[config.mk]
export PLATFORM = sky130hd
export DESIGN_NAME = uart_rx
export DESIGN_NICKNAME = d
export VERILOG_FILES = /design/src/rtl/uart_pkg.sv /design/src/rtl/uart_sync2.sv /design/src/rtl/uart_rx.sv
export SDC_FILE = /design/constraint.sdc
export NUM_CORES = 1
export LEC_CHECK = 0
export CAP_MARGIN = 20
export CORE_ASPECT_RATIO = 2
export CORE_MARGIN = 5
export CORE_UTILIZATION = 30
export DETAILED_ROUTE_END_ITERATION = 12
export GPL_ROUTABILITY_DRIVEN = 0
export GPL_TIMING_DRIVEN = 1
export PLACE_DENSITY_LB_ADDON = 0.1
export REMOVE_ABC_BUFFERS = 1
export SYNTH_ARGS = -nofsm -noshare
export SYNTH_HDL_FRONTEND = slang
export SYNTH_SLANG_ARGS = --single-unit
export TNS_END_PERCENT = 10
[constraint.sdc]
create_clock -name i_clk -period 2.9 [get_ports i_clk]
set_input_delay 0.29 -clock i_clk [delete_from_list [all_inputs] [get_ports i_clk]]
set_output_delay 0.29 -clock i_clk [all_outputs]
set_load 0.03 [all_outputs]
[src/rtl/uart_pkg.sv]
// uart_pkg: types and default constants shared by the UART receiver, transmitter and baud generator
package uart_pkg;

   localparam int UART_OVERSAMPLE = 16;
   localparam int UART_DATA_BITS  = 8;

   typedef enum logic [2:0] {
      RX_IDLE,
      RX_START,
      RX_DATA,
      RX_PARITY,
      RX_STOP,
      RX_WAIT_HIGH
   } rx_state_t;

endpackage

[src/rtl/uart_sync2.sv]
// uart_sync2: two-flop synchronizer for an asynchronous input, reset value selectable
module uart_sync2 #(
   parameter logic RST_VAL = 1'b1
) (
   input  logic i_clk,
   input  logic i_reset,
   input  logic i_d,
   output logic o_q
);

   logic [1:0] r_sync;

   // shift the async input through two flops; the second one is safe to use
   always_ff @(posedge i_clk)
      if (i_reset) r_sync <= {2{RST_VAL}};
      else r_sync <= {r_sync[0], i_d};

   assign o_q = r_sync[1];

endmodule

[src/rtl/uart_rx.sv]
// uart_rx: oversampled 8N1 receiver with single-entry valid/ready holding register; define UART_RX_PARITY_EN for 8E1
module uart_rx
   import uart_pkg::*;
#(
   parameter int OVERSAMPLE = UART_OVERSAMPLE,
   parameter int DATA_BITS  = UART_DATA_BITS
) (
   input  logic                 i_clk,
   input  logic                 i_reset,
   input  logic                 i_os_tick,
   input  logic                 i_rx,
   output logic [DATA_BITS-1:0] o_rx_data,
   output logic                 o_rx_valid,
   input  logic                 i_rx_ready,
   output logic                 o_frame_err,
   output logic                 o_overrun,
   output logic                 o_parity_err
);

   localparam int OW = $clog2(OVERSAMPLE);
   localparam int BW = (DATA_BITS > 1) ? $clog2(DATA_BITS) : 1;
   localparam logic [OW-1:0] OS_MID  = OW'(OVERSAMPLE / 2 - 1);
   localparam logic [OW-1:0] OS_END  = OW'(OVERSAMPLE - 1);
   localparam logic [BW-1:0] BIT_END = BW'(DATA_BITS - 1);
`ifdef UART_RX_PARITY_EN
   localparam rx_state_t AFTER_DATA = RX_PARITY;
`else
   localparam rx_state_t AFTER_DATA = RX_STOP;
`endif

   rx_state_t            r_state;
   rx_state_t            w_next;
   logic [OW-1:0]        r_os_cnt;
   logic [BW-1:0]        r_bit_cnt;
   logic [DATA_BITS-1:0] r_shift;
   logic [DATA_BITS-1:0] r_data;
   logic                 r_valid;
   logic                 r_frame_err;
   logic                 r_overrun;
   logic                 r_parity_err;
   logic                 w_rx_s;
   logic                 w_mid;
   logic                 w_end;
   logic                 w_last;
   logic                 w_par_bad;
   logic                 w_os_clr;
   logic                 w_os_inc;
   logic                 w_go_data;
   logic                 w_shift;
   logic                 w_stop;
   logic                 w_deliver;
   logic                 w_ferr;
   logic                 w_perr;

   uart_sync2 #(.RST_VAL(1'b1)) u_sync (
      .i_clk   (i_clk),
      .i_reset (i_reset),
      .i_d     (i_rx),
      .o_q     (w_rx_s)
   );

   // state register
   always_ff @(posedge i_clk)
      if (i_reset) r_state <= RX_IDLE;
      else r_state <= w_next;

   // next state: every transition is qualified by an oversample tick
   always_comb begin
      w_next = r_state;
      if (i_os_tick)
         case (r_state)
            RX_IDLE:      if (!w_rx_s) w_next = RX_START;
            RX_START:     if (w_mid) begin
                             if (w_rx_s) w_next = RX_IDLE;
                             else w_next = RX_DATA;
                          end
            RX_DATA:      if (w_end && w_last) w_next = AFTER_DATA;
            RX_PARITY:    if (w_end) w_next = RX_STOP;
            RX_STOP:      if (w_end) begin
                             if (w_rx_s) w_next = RX_IDLE;
                             else w_next = RX_WAIT_HIGH;
                          end
            RX_WAIT_HIGH: if (w_rx_s) w_next = RX_IDLE;
            default:      w_next = RX_IDLE;
         endcase
   end

   // decoded controls for the counters, shift register and frame result
   always_comb begin
      w_mid     = r_os_cnt == OS_MID;
      w_end     = r_os_cnt == OS_END;
      w_last    = r_bit_cnt == BIT_END;
      w_go_data = i_os_tick && r_state == RX_START && w_mid && !w_rx_s;
      w_os_clr  = i_os_tick && ((r_state == RX_IDLE && !w_rx_s) ||
                                (r_state == RX_START && w_mid) ||
                                (r_state inside {RX_DATA, RX_PARITY, RX_STOP} && w_end));
      w_os_inc  = i_os_tick && r_state inside {RX_START, RX_DATA, RX_PARITY, RX_STOP};
      w_shift   = i_os_tick && r_state == RX_DATA && w_end;
      w_stop    = i_os_tick && r_state == RX_STOP && w_end;
      w_deliver = w_stop && w_rx_s && !w_par_bad;
      w_ferr    = w_stop && !w_rx_s;
      w_perr    = w_stop && w_rx_s && w_par_bad;
   end

`ifdef UART_RX_PARITY_EN
   logic r_par_bad;

   // remember an even-parity mismatch until the stop bit settles the frame
   always_ff @(posedge i_clk)
      if (i_reset || w_go_data) r_par_bad <= 1'b0;
      else if (i_os_tick && r_state == RX_PARITY && w_end) r_par_bad <= w_rx_s ^ (^r_shift);

   assign w_par_bad = r_par_bad;
`else
   assign w_par_bad = 1'b0;
`endif

   // counters, LSB-first shift register, holding register handshake and pulses
   always_ff @(posedge i_clk) begin
      if (i_reset) begin
         r_os_cnt     <= '0;
         r_bit_cnt    <= '0;
         r_shift      <= '0;
         r_data       <= '0;
         r_valid      <= 1'b0;
         r_frame_err  <= 1'b0;
         r_overrun    <= 1'b0;
         r_parity_err <= 1'b0;
      end else begin
         r_os_cnt  <= w_os_clr ? '0 : w_os_inc ? r_os_cnt + 1'b1 : r_os_cnt;
         r_bit_cnt <= w_go_data ? '0 : w_shift ? r_bit_cnt + 1'b1 : r_bit_cnt;
         if (w_shift) r_shift <= {w_rx_s, r_shift[DATA_BITS-1:1]};
         if (w_deliver && (!r_valid || i_rx_ready)) begin
            r_data  <= r_shift;
            r_valid <= 1'b1;
         end else if (r_valid && i_rx_ready) begin
            r_valid <= 1'b0;
         end
         r_frame_err  <= w_ferr;
         r_overrun    <= w_deliver && r_valid && !i_rx_ready;
         r_parity_err <= w_perr;
      end
   end

   assign o_rx_data    = r_data;
   assign o_rx_valid   = r_valid;
   assign o_frame_err  = r_frame_err;
   assign o_overrun    = r_overrun;
   assign o_parity_err = r_parity_err;

endmodule

==> results.txt <==
The clock transition time at the flip-flop clock pins of the worst setup and hold paths came out at 0.06 ns. For the worst setup path, the data required time is 3.11 ns. Buffers placed on the I/O ports in this run total 15. The total overflow left after global routing is 0. The end-of-flow core utilization is between 30% and 40%. The height of the chip came out at 104 um. The number of clock sinks seen by CTS came out at 31. The detailed router placed 977 vias in this run. The power density of the placed cells is 501 mW/mm^2. The number of setup violations in the final report came out at 0. Sequential cells were found to cover 46.8% of the synthesized design area. The path class of the tightest hold or removal check is register to register. The number of DRC markers after the initial detailed-route iteration is 11. The number of standard cells after synthesis came out at about 140. Walking the worst path, the cells encountered are ha_1, and3_1, a21oi_1, or4_1, or4b_1, a21oi_1. By instance count, the cell type seen most on the critical path is a21oi_1. The top cell types in the final layout, fill and taps aside, are dfxtp_1, nor2_1, mux2i_1. Ranked by total cell area, the synthesized netlist is headed by dfxtp_1, mux2i_1, nor2_1, a21oi_1, ha_1. The aggregate routed wire length is around 2700 um.

The maximum VDD drop came out at about 0.38 mV. The starting utilization of the core area came out at 30.5%. The post-route minimum period came out at between 2 and 2.5 ns. The switching part of the total came out at 21.4%. The area of the die is between 0.005 and 0.006 mm^2. Post-CTS repair changed the size of 0 cells.

The buffer levels on the longest clock path came out at 2. The number of synthesis warnings is 0. In the final routed layout, each cell accounts on average for about 13 um. The via-per-instance ratio is approximately 4.7. Setup repair after global routing left no endpoint under its margin. In this design, the stage delay of the slowest critical-path cell is approximately 0.62 ns. The clock network latency to the later pin of the worst-skew pair came out at ~0.28 ns. The number of distinct library cell variants in the gate-level netlist after synthesis is 31. Of the total power, the clock network draws between 40% and 50%. The wire length of the first global-routing pass is 4730 um. Leaving out fill and tap cells, the most frequent cell in the layout is dfxtp_1. The register bit total from synthesis is 31. The proportion of power drawn by flip-flops and latches came out at a little over half.

The count of boundary I/O pins is 17. The slowest stage of the critical path belongs to the cell or4_1. Of the available clock period, the critical path in the final layout requires approximately three quarters. The actual transition at the worst max-transition pin is 0.565 ns. The leakage power came out at between 0.5 and 0.6 nW. The number of fill cells in the layout is 483. The tree is rooted in a clkbuf_8. The placed cell count is 200. The worst setup path is captured at a register. TritonCTS built the clock tree. The max-slew violation count came to 0. After synthesis, the largest area contributor takes up ~47% of total cell area. The biggest area contributor in the post-synthesis netlist is dfxtp_1. The initial antenna violation count came out at 0. The number of nets with antenna violations after routing came out at 0. The beginning of the worst hold path is u_sync.r_sync[0]$_SDFF_PP1_. In the routed design, unresolved DRC markers number 0. The post-CTS setup buffer count came out at 0.

The data arrival time of the worst path is 2.40 ns. The cell-internal power came out at approximately 630 uW. The type of element launching the critical path is a register. The total inserted antenna cells came out at 0. The cell row count came out at 34.

Measured against its own limit, the worst slew margin works out to roughly three fifths. In this run the critical register-to-register path is captured at r_state[0]$_SDFFE_PP0P_. The combinational power share came out at between 3 and 4%. In this run the critical register-to-register path is launched from r_os_cnt[0]$_SDFFE_PP0P_. The critical path is of the register to register type. The global router's overall resource usage is about a tenth. Static timing analysis puts the maximum clock frequency at roughly 0.46 GHz.

The number of hold violations in the final report is 0. The area growth from synthesis to layout is 20.4%. The via count of the first global-routing pass came out at 1,015. In the final layout, the share of cells above drive strength 1 is about 11%. The count of maximum capacitance violations is 0. The register-to-register setup slack came out at approximately 0.70 ns. The floorplan step defined a core boundary enclosing ~0.0043 mm^2.

After the last flow step, the layout net total stands at ~160. The largest net degree at the start of global routing came out at 19. The post-synthesis area per instance came out at a little under 10 um^2.

The synthesized cell area is ~0.0013 mm^2. The die width came out at about 57 um. The total net switching power came out at 171 uW.

The biggest fanout along the worst timing path came out at 7. The count of cells along the worst hold path came out at 1. The number of non-filler instances in the completed layout came out at slightly above 200. The post-cts hold buffer count is 0. The sum of negative setup slack is 0 ns. The wire-length estimate of the detail-placed layout is about 2000 um. The number of cells traversed by the worst register-to-register path is 6. The run finished with clean final reports.

The maximum level of the CTS H-tree is 2. The number of iterations in the first detailed-routing pass came out at 3. The number of buffers created by CTS came out at 5. For hold timing, the worst endpoint is u_sync.r_sync[1]$_SDFF_PP1_. On the final layout, the worst clock skew is roughly 0.0070 ns.
==> power by group through the flow <==
stage	Sequential [mW]	Clock [mW]	Combinational, mW
global route	0.433	0.371	0.0324
detailed placement	0.443	0	0.0293
global placement	0.443	0	0.0292
CTS	0.433	0.350	0.0294
floorplan	0.441	0	0.0146
finish	0.433	0.337	0.0290
==> cell type report <==
class                   instances  area [um^2]  share of cell area [%]
clock buffers                   6         82.6                    5.18
clock inverters                 1         5.00                   0.314
multi-input cells              97          647                    40.5
flip-flops and latches         31          621                    38.9
well taps                      54         67.6                    4.24
repair buffers                 18          173                    10.8
==> how the worst max path moves through the flow <==
| stage | from | to | cells after the start |
|---|---|---|---|
| 2_1_floorplan | r_os_cnt[0]$_SDFFE_PP0P_ | o_rx_data[0]$_SDFFE_PP0P_ | 6 |
| 3_3_place_gp | i_os_tick | o_rx_data[3]$_SDFFE_PP0P_ | 7 |
| 3_5_place_dp | i_os_tick | o_rx_data[0]$_SDFFE_PP0P_ | 7 |
| 4_1_cts | r_os_cnt[0]$_SDFFE_PP0P_ | r_state[0]$_SDFFE_PP0P_ | 6 |
| 5_1_grt | r_os_cnt[0]$_SDFFE_PP0P_ | r_state[0]$_SDFFE_PP0P_ | 6 |
| 6_report | r_os_cnt[0]$_SDFFE_PP0P_ | r_state[0]$_SDFFE_PP0P_ | 6 |
==> kinds of logic (layout without fill, tap and decap cells) <==
family / Yosys count / in the layout / share of synthesized area (%)
fa+ha+maj: 3 / 3 / 2.83
simple gates: 55 / 55 / 22.4
mux: 19 / 19 / 14.4
compound gates: 15 / 15 / 6.33
other cells: 1 / 1 / 0.283
xor+xnor: 4 / 4 / 2.64
buf+inv: 10 / 25 / 4.34
flops: 31 / 31 / 46.8
==> per-stage QoR <==
stage	area [um^2]	total power [mW]	setup WS, ns	hold WS (ns)
6_report	1600	0.800	0.704	0.404
5_1_grt	1600	0.837	0.611	0.423
4_1_cts	1600	0.813	0.711	0.404
3_5_place_dp	1510	0.472	0.663	0.396
3_3_place_gp	1510	0.472	0.686	0.398
2_1_floorplan	1270	0.456	0.793	0.359
==> synthesized netlist by cell type <==
library cell  number
nand3b_1           3
o21bai_1           1
mux2i_1           19
ha_1               3
and3_1             1
nor3_1             7
nor2_1            22
and3_2             1
buf_2              4
buf_6              1
or3b_1             2
nand2b_1           1
o21ai_0            4
or2_2              2
nor2b_1            1
dfxtp_1           31
or4_1              2
a21boi_0           1
buf_4              2
nand4_1            2
and3b_1            1
o41ai_1            1
a21oi_1            8
nand2_1            5
buf_1              1
xnor2_1            2
or4b_1             1
clkbuf_1           2
conb_1             1
or3b_2             4
xor2_1             2
==> per-layer routing <==
metal | up-vias | wire (um) | track usage, %
met2 | 13 | 1490 | 18.0
met1 | 459 | 1110 | 10.6
met5 | - | 0 | 0
li1 | 501 | - | -
met3 | 4 | 67 | 2.73
met4 | 0 | 36 | 4.98
==> state kept, by name, summed over array words and instances, names as in the netlist <==
register / count
o_overrun: 1
o_rx_valid: 1
o_rx_data: 8
o_frame_err: 1
r_bit_cnt: 3
r_os_cnt: 4
r_shift: 8
r_state: 3
u_sync.r_sync: 2
==> worst max-delay path, delay by kind of cell (launching register included) <==
kind,cells,cell delay [ns]
AO/OA/AOI/OAI,2,0.19
adder cells (fa/ha/maj),1,0.24
AND/OR/NAND/NOR,3,1.33
flip-flops,1,0.37
No activity file was read; power rests on OpenSTA's default activity.
==> RTL edit 1: new RTL, same flow settings <==
Build with the macro `UART_RX_PARITY_EN` defined.
--- a/src/rtl/uart_rx.sv
+++ b/src/rtl/uart_rx.sv
@@ -1,4 +1,6 @@
 // uart_rx: oversampled 8N1 receiver with single-entry valid/ready holding register; define UART_RX_PARITY_EN for 8E1
+`define UART_RX_PARITY_EN
+
 module uart_rx
    import uart_pkg::*;
 #(
Function: no difference found for any inputs over 10 cycles, from zero or initial values and one cycle with i_reset high; that may be too few to reach the edited logic, so the function may still have changed.
==> RTL edit 1 against the unedited design <==
Clock power fell by 2%. Sequential cell count up 2. Worst hold slack improved by 0.013 ns. Critical path depth decreased by 1. Power grew 4.5%. Final area is 18% higher. Wire length increased by 23%. Worst setup slack better by 0.20 ns. Sequential power is 6.7% higher. Area after synthesis grew 22%. Clock skew decreased by 0.0014 ns. Critical path type unchanged. Largest cell class unchanged. Largest power group unchanged. Highest routed layer unchanged.
==> RTL edit 1: results (changes against the unedited design) <==
* Worst R2R Setup Slack at 0.91 ns (was 0.70 ns)
* Peak supply drop at 347 uV (was 377 uV)
* Count of different cell masters after synthesis at 48 (was 31)
* Reg2Reg Depth at 5 (was 6)
* Initial antenna violation count at 0 (unchanged)
* Min-delay worst type: reg2reg (unchanged)
* Vias in the first global route at 1219 (was 1015)
* Post-CTS Resized at 0 (unchanged)
* Net Sw Power at 0.000194 W (was 0.000171 W)
* Warnings from Yosys at 0 (unchanged)
* CP max-delay cell: nor3_4 (was or4_1)
* Sequential cell area fraction in the yosys report at 40.7% (was 46.8%)
* Met3 track demand over resource at 2.72% (was 2.73%)
* Slew at the pin with the worst max-slew slack at 0.788 ns (was 0.565 ns)
* Ys async rst share at 0% (unchanged)
* Final layout net count at 191 (was 161)
* Largest net degree at the start of global routing at 21 (was 19)
* DR WL/cell at 13.6 um (was 13.0 um)
* GR met2 Demand/Resource at 16.4% (was 18.0%)
* Leakage at 0.643 nW (was 0.547 nW)
* GRT Resource Usage Total at 10.7% (was 10.2%)
* Layout cell share with drive strength beyond 1 at 12.0% (was 11.1%)
* Fillers at 582 (was 483)
* H-tree lvl count at 2 (unchanged)
* Final Hold Viols at 0 (unchanged)
* DR iter-0 viols at 21 (was 11)
* Post-Place Setup Slack at 0.767 ns (was 0.663 ns)
* Post-CTS Setup Bufs at 0 (unchanged)
* Clock-pin slew on the worst setup and hold paths at 0.07 ns
* Status: finished clean (unchanged)
* Number of port buffers at 16 (was 15)
* Post-DR vias/cell at 5.06 (was 4.72)
* Synth area leaders: dfxtp_1 41%, mux2i_1 6.8%, nor2_1 3.5% (was dfxtp_1 47%, mux2i_1 14%, nor2_1 6.2%)
* Most frequent cells after synthesis: 33 x dfxtp_1, 15 x nor2_1, 11 x mux2i_1, 10 x a21oi_1, 10 x o21ai_0 (was 31 x dfxtp_1, 22 x nor2_1, 19 x mux2i_1, 8 x a21oi_1, 7 x nor3_1)
* First-pass GRT wire length at 5760 um (was 4730 um)
* Detailed Routing Iterations Pass 1 at 6 (was 3)
* Dpl hpwl at 2410 um (was 1980 um)
* WHS at 0.417 ns (was 0.404 ns)
* Crit Path Max Fanout at 11 (was 7)
* Ys flop type: dfxtp_1 (unchanged)
* Ant. Diodes at 0 (unchanged)
* Root Driver: clkbuf_8 (unchanged)
* FF-to-FF End: r_shift[7] (was r_state[0])
* Clk buf depth at 2 (unchanged)
* M1 GR Usage at 14.1% (was 10.6%)
* Clock Skew at 0.00555 ns (was 0.00699 ns)
* CP arrival at 2.13 ns (was 2.40 ns)
RTL edit 1: cell count changes after synthesis, sizes merged, moves of 4 or more:
| cell | change |
|---|---|
| nand3 | +10 |
| mux2i | -8 |
| inv | +5 |
| o21ai | +7 |
| nand2b | +4 |
| nor2b | +5 |
| nor2 | -7 |
| or3b | -6 |
RTL edit 1: power by group through the flow:
stage | clock network (W) | registers [W] | logic (W)
global route | 0.000367 | 0.000463 | 0.0000469
finish | 0.000331 | 0.000462 | 0.0000420
floorplan | 0 | 0.000471 | 0.0000239
CTS | 0.000345 | 0.000462 | 0.0000431
global placement | 0 | 0.000473 | 0.0000423
detailed placement | 0 | 0.000472 | 0.0000429
RTL edit 1: logic make-up (layout without fill, tap and decap cells):
kind of cell    count (synthesis)  count (layout)  synth area share, %
fa+ha+maj                       3               3                 2.32
compound gates                 37              37                 16.7
simple gates                   59              59                 21.5
flops                          33              33                 40.7
mux                            11              11                 6.79
xor+xnor                       11              11                 6.79
buf+inv                        16              30                 5.17
RTL edit 1: worst max-delay path, delay by kind of cell (launching register included):
kind	cells	cell delay, ns
adders and majority gates	1	0.32
DFF	1	0.37
and+or+nand+nor	3	0.90
muxes	1	0.25
RTL edit 1: worst max-delay path by stage:
| stage | to | cells past startpoint | slack [ns] | start |
|---|---|---|---|---|
| global placement | r_shift[7] | 5 | 0.78 | i_os_tick |
| CTS | r_shift[7] | 5 | 0.89 | r_os_cnt[0] |
| finish | r_shift[7] | 5 | 0.91 | r_os_cnt[0] |
| detailed placement | r_shift[7] | 5 | 0.77 | i_os_tick |
| floorplan | r_bit_cnt[1] | 5 | 1.19 | r_os_cnt[0] |
| global route | r_shift[7] | 5 | 0.73 | r_os_cnt[0] |
RTL edit 1: cell type report:
cell class,count,area (um2),share of cell area [%]
Multi-Input combinational cell,121,877,46.6
Sequential cell,33,661,35.1
Timing Repair Buffer,17,168,8.91
Tap cell,60,75.1,3.99
Clock buffer,6,72.6,3.86
Inverter,5,18.8,0.997
Clock inverter,2,10.0,0.532
RTL edit 1: per-stage QoR:
step                area (um2)  util, %  instances  power [W]
floorplan                 1560        -        159   0.000495
global placement          1800     33.8        236   0.000515
detailed placement        1800     33.8        236   0.000515
CTS                       1880     35.3        244   0.000851
global route              1880     35.3        244   0.000876
finish                    1880     35.3        244   0.000835
RTL edit 1: per-layer routing:
metal	up-vias	part of all wire [%]
met4	0	1.7
met5	-	0
li1	628	-
met1	575	45
met3	6	5.0
met2	25	48
==> RTL edit 2: new RTL, config.mk and constraints unchanged <==
Without the edit above. Compare `r_os_cnt` against `OS_MID` with >= in place of ==.
--- a/src/rtl/uart_rx.sv
+++ b/src/rtl/uart_rx.sv
@@ -87,7 +87,7 @@
 
    // decoded controls for the counters, shift register and frame result
    always_comb begin
-      w_mid     = r_os_cnt == OS_MID;
+      w_mid     = r_os_cnt >= OS_MID;
       w_end     = r_os_cnt == OS_END;
       w_last    = r_bit_cnt == BIT_END;
       w_go_data = i_os_tick && r_state == RX_START && w_mid && !w_rx_s;
Function: same outputs for any inputs over 10 cycles, from zero or initial values and one cycle with i_reset high; that may be too few to reach the edited logic, so the function may still have changed.
==> RTL edit 2 against the unedited design <==
Final cell count stayed put. Worst setup slack better by 0.33 ns. Area after synthesis is 2.9% higher. Critical endpoint is now o_rx_data[7]. Power is 4.9% higher. Maximum frequency is 18% higher. Final area is 2.9% higher. Sequential cell count stayed put. Largest cell class unchanged. Wire length is 1.8% higher.
==> RTL edit 2: results (changes against the unedited design) <==
* Status: finished clean (unchanged)
* Post-synthesis xor/xnor area fraction at 3.12% (was 2.64%)
* Adder-Cell Fraction of Synth Area at 2.75% (was 2.83%)
* Die ar. at 6080 um2 (was 5930 um2)
* Post-synthesis mux area share at 14.7% (was 14.4%)
* Dpl hpwl at 2010 um (was 1980 um)
* Crit Path Max Fanout at 8 (was 7)
* Detailed Routing Iterations Pass 1 at 4 (was 3)
* Final layout net count at 160 (was 161)
* CTS buffer count at 5 (unchanged)
* DR iter-0 viols at 10 (was 11)
* Vias in the first global route at 1024 (was 1015)
* Peak supply drop at 235 uV (was 377 uV)
* Most frequent cells after synthesis: 31 x dfxtp_1, 23 x nor2_1, 20 x mux2i_1, 6 x nor3_1, 4 x a21oi_1 (was 31 x dfxtp_1, 22 x nor2_1, 19 x mux2i_1, 8 x a21oi_1, 7 x nor3_1)
* Clock Skew at 0.00332 ns (was 0.00699 ns)
* Compound-Gate Fraction of Synth Area at 6.97% (was 6.33%)
* Synth area leaders: dfxtp_1 46%, mux2i_1 15%, nor2_1 6.3% (was dfxtp_1 47%, mux2i_1 14%, nor2_1 6.2%)
* Post-Place Setup Slack at 0.712 ns (was 0.663 ns)
* CP arrival at 2.03 ns (was 2.40 ns)
* Layout cell share with drive strength beyond 1 at 13.7% (was 11.1%)
* Reg2Reg Depth at 5 (was 6)
* Warnings from Yosys at 0 (unchanged)
* First-pass GRT wire length at 4650 um (was 4730 um)
* Largest net degree at the start of global routing at 14 (was 19)
* Leakage at 0.736 nW (was 0.547 nW)
* Post-DR vias/cell at 4.77 (was 4.72)
* Slew at the pin with the worst max-slew slack at 0.589 ns (was 0.565 ns)
* GRT Resource Usage Total at 10.1% (was 10.2%)
* Sequential cell area fraction in the yosys report at 45.5% (was 46.8%)
* Count of different cell masters after synthesis at 39 (was 31)
-- RTL edit 2: cell count changes in the layout (fill, tap and decap cells not counted), sizes merged, moves of 3 or more --
cell / change
nand2: -4
nand3b: -3
a21oi: -4
or3b: -4
or3: +3
-- RTL edit 2: stage by stage --
stage | utilization, % | std cells | cell area (um2) | power, W
4_1_cts | 37.5 | 207 | 1640 | 0.000857
3_5_place_dp | 35.1 | 199 | 1540 | 0.000467
3_3_place_gp | 35.1 | 199 | 1540 | 0.000466
6_report | 37.5 | 207 | 1640 | 0.000839
5_1_grt | 37.5 | 207 | 1640 | 0.000875
2_1_floorplan | - | 128 | 1310 | 0.000450
-- RTL edit 2: logic make-up after synthesis --
group / after synthesis
other: 1
AOI/OAI and AO/OA: 14
xor gates and xnor gates: 4
and+or+nand+nor: 53
DFF: 31
muxes: 20
adders and majority gates: 3
buffers and inverters: 10
-- RTL edit 2: area by class of cell --
type	count	area (um2)
clock buffers	7	96.3
clock inverters	1	7.51
fillers	450	2740
inverters	2	7.51
multi-input cells	95	677
flip-flops and latches	31	621
well taps	54	67.6
repair buffers	17	165
-- RTL edit 2: critical path, stage by stage, from the launching register on --
cell and delay [ns]:
dfxtp_1 0.37, ha_1 0.24, nand4_2 0.17, nand4b_1 0.59
mux2i_1 0.32, nor2_1 0.06
-- RTL edit 2: metal layers --
metal | track usage, % | vias up | share of wire (%)
li1 | - | 501 | -
met4 | 6.14 | 0 | 2.8
met3 | 3.30 | 6 | 3.7
met1 | 10.5 | 463 | 42
met2 | 16.9 | 17 | 52
met5 | 0 | - | 0
-- RTL edit 2: path summary, 6_finish.rpt --
check | from | slack [ns] | endpoint
max | r_os_cnt[0] | 1.04 | o_rx_data[7]
min | u_sync.r_sync[0] | 0.41 | u_sync.r_sync[1]
max reg2reg | r_os_cnt[0] | 1.04 | o_rx_data[7]
min reg2reg | u_sync.r_sync[0] | 0.41 | u_sync.r_sync[1]
-- RTL edit 2: where the power goes --
group | internal [W] | switching, W
Clock | 0.000216 | 0.000166
Sequential | 0.000427 | 0.00000239
Combinational | 0.0000120 | 0.0000145
Total | 0.000655 | 0.000183
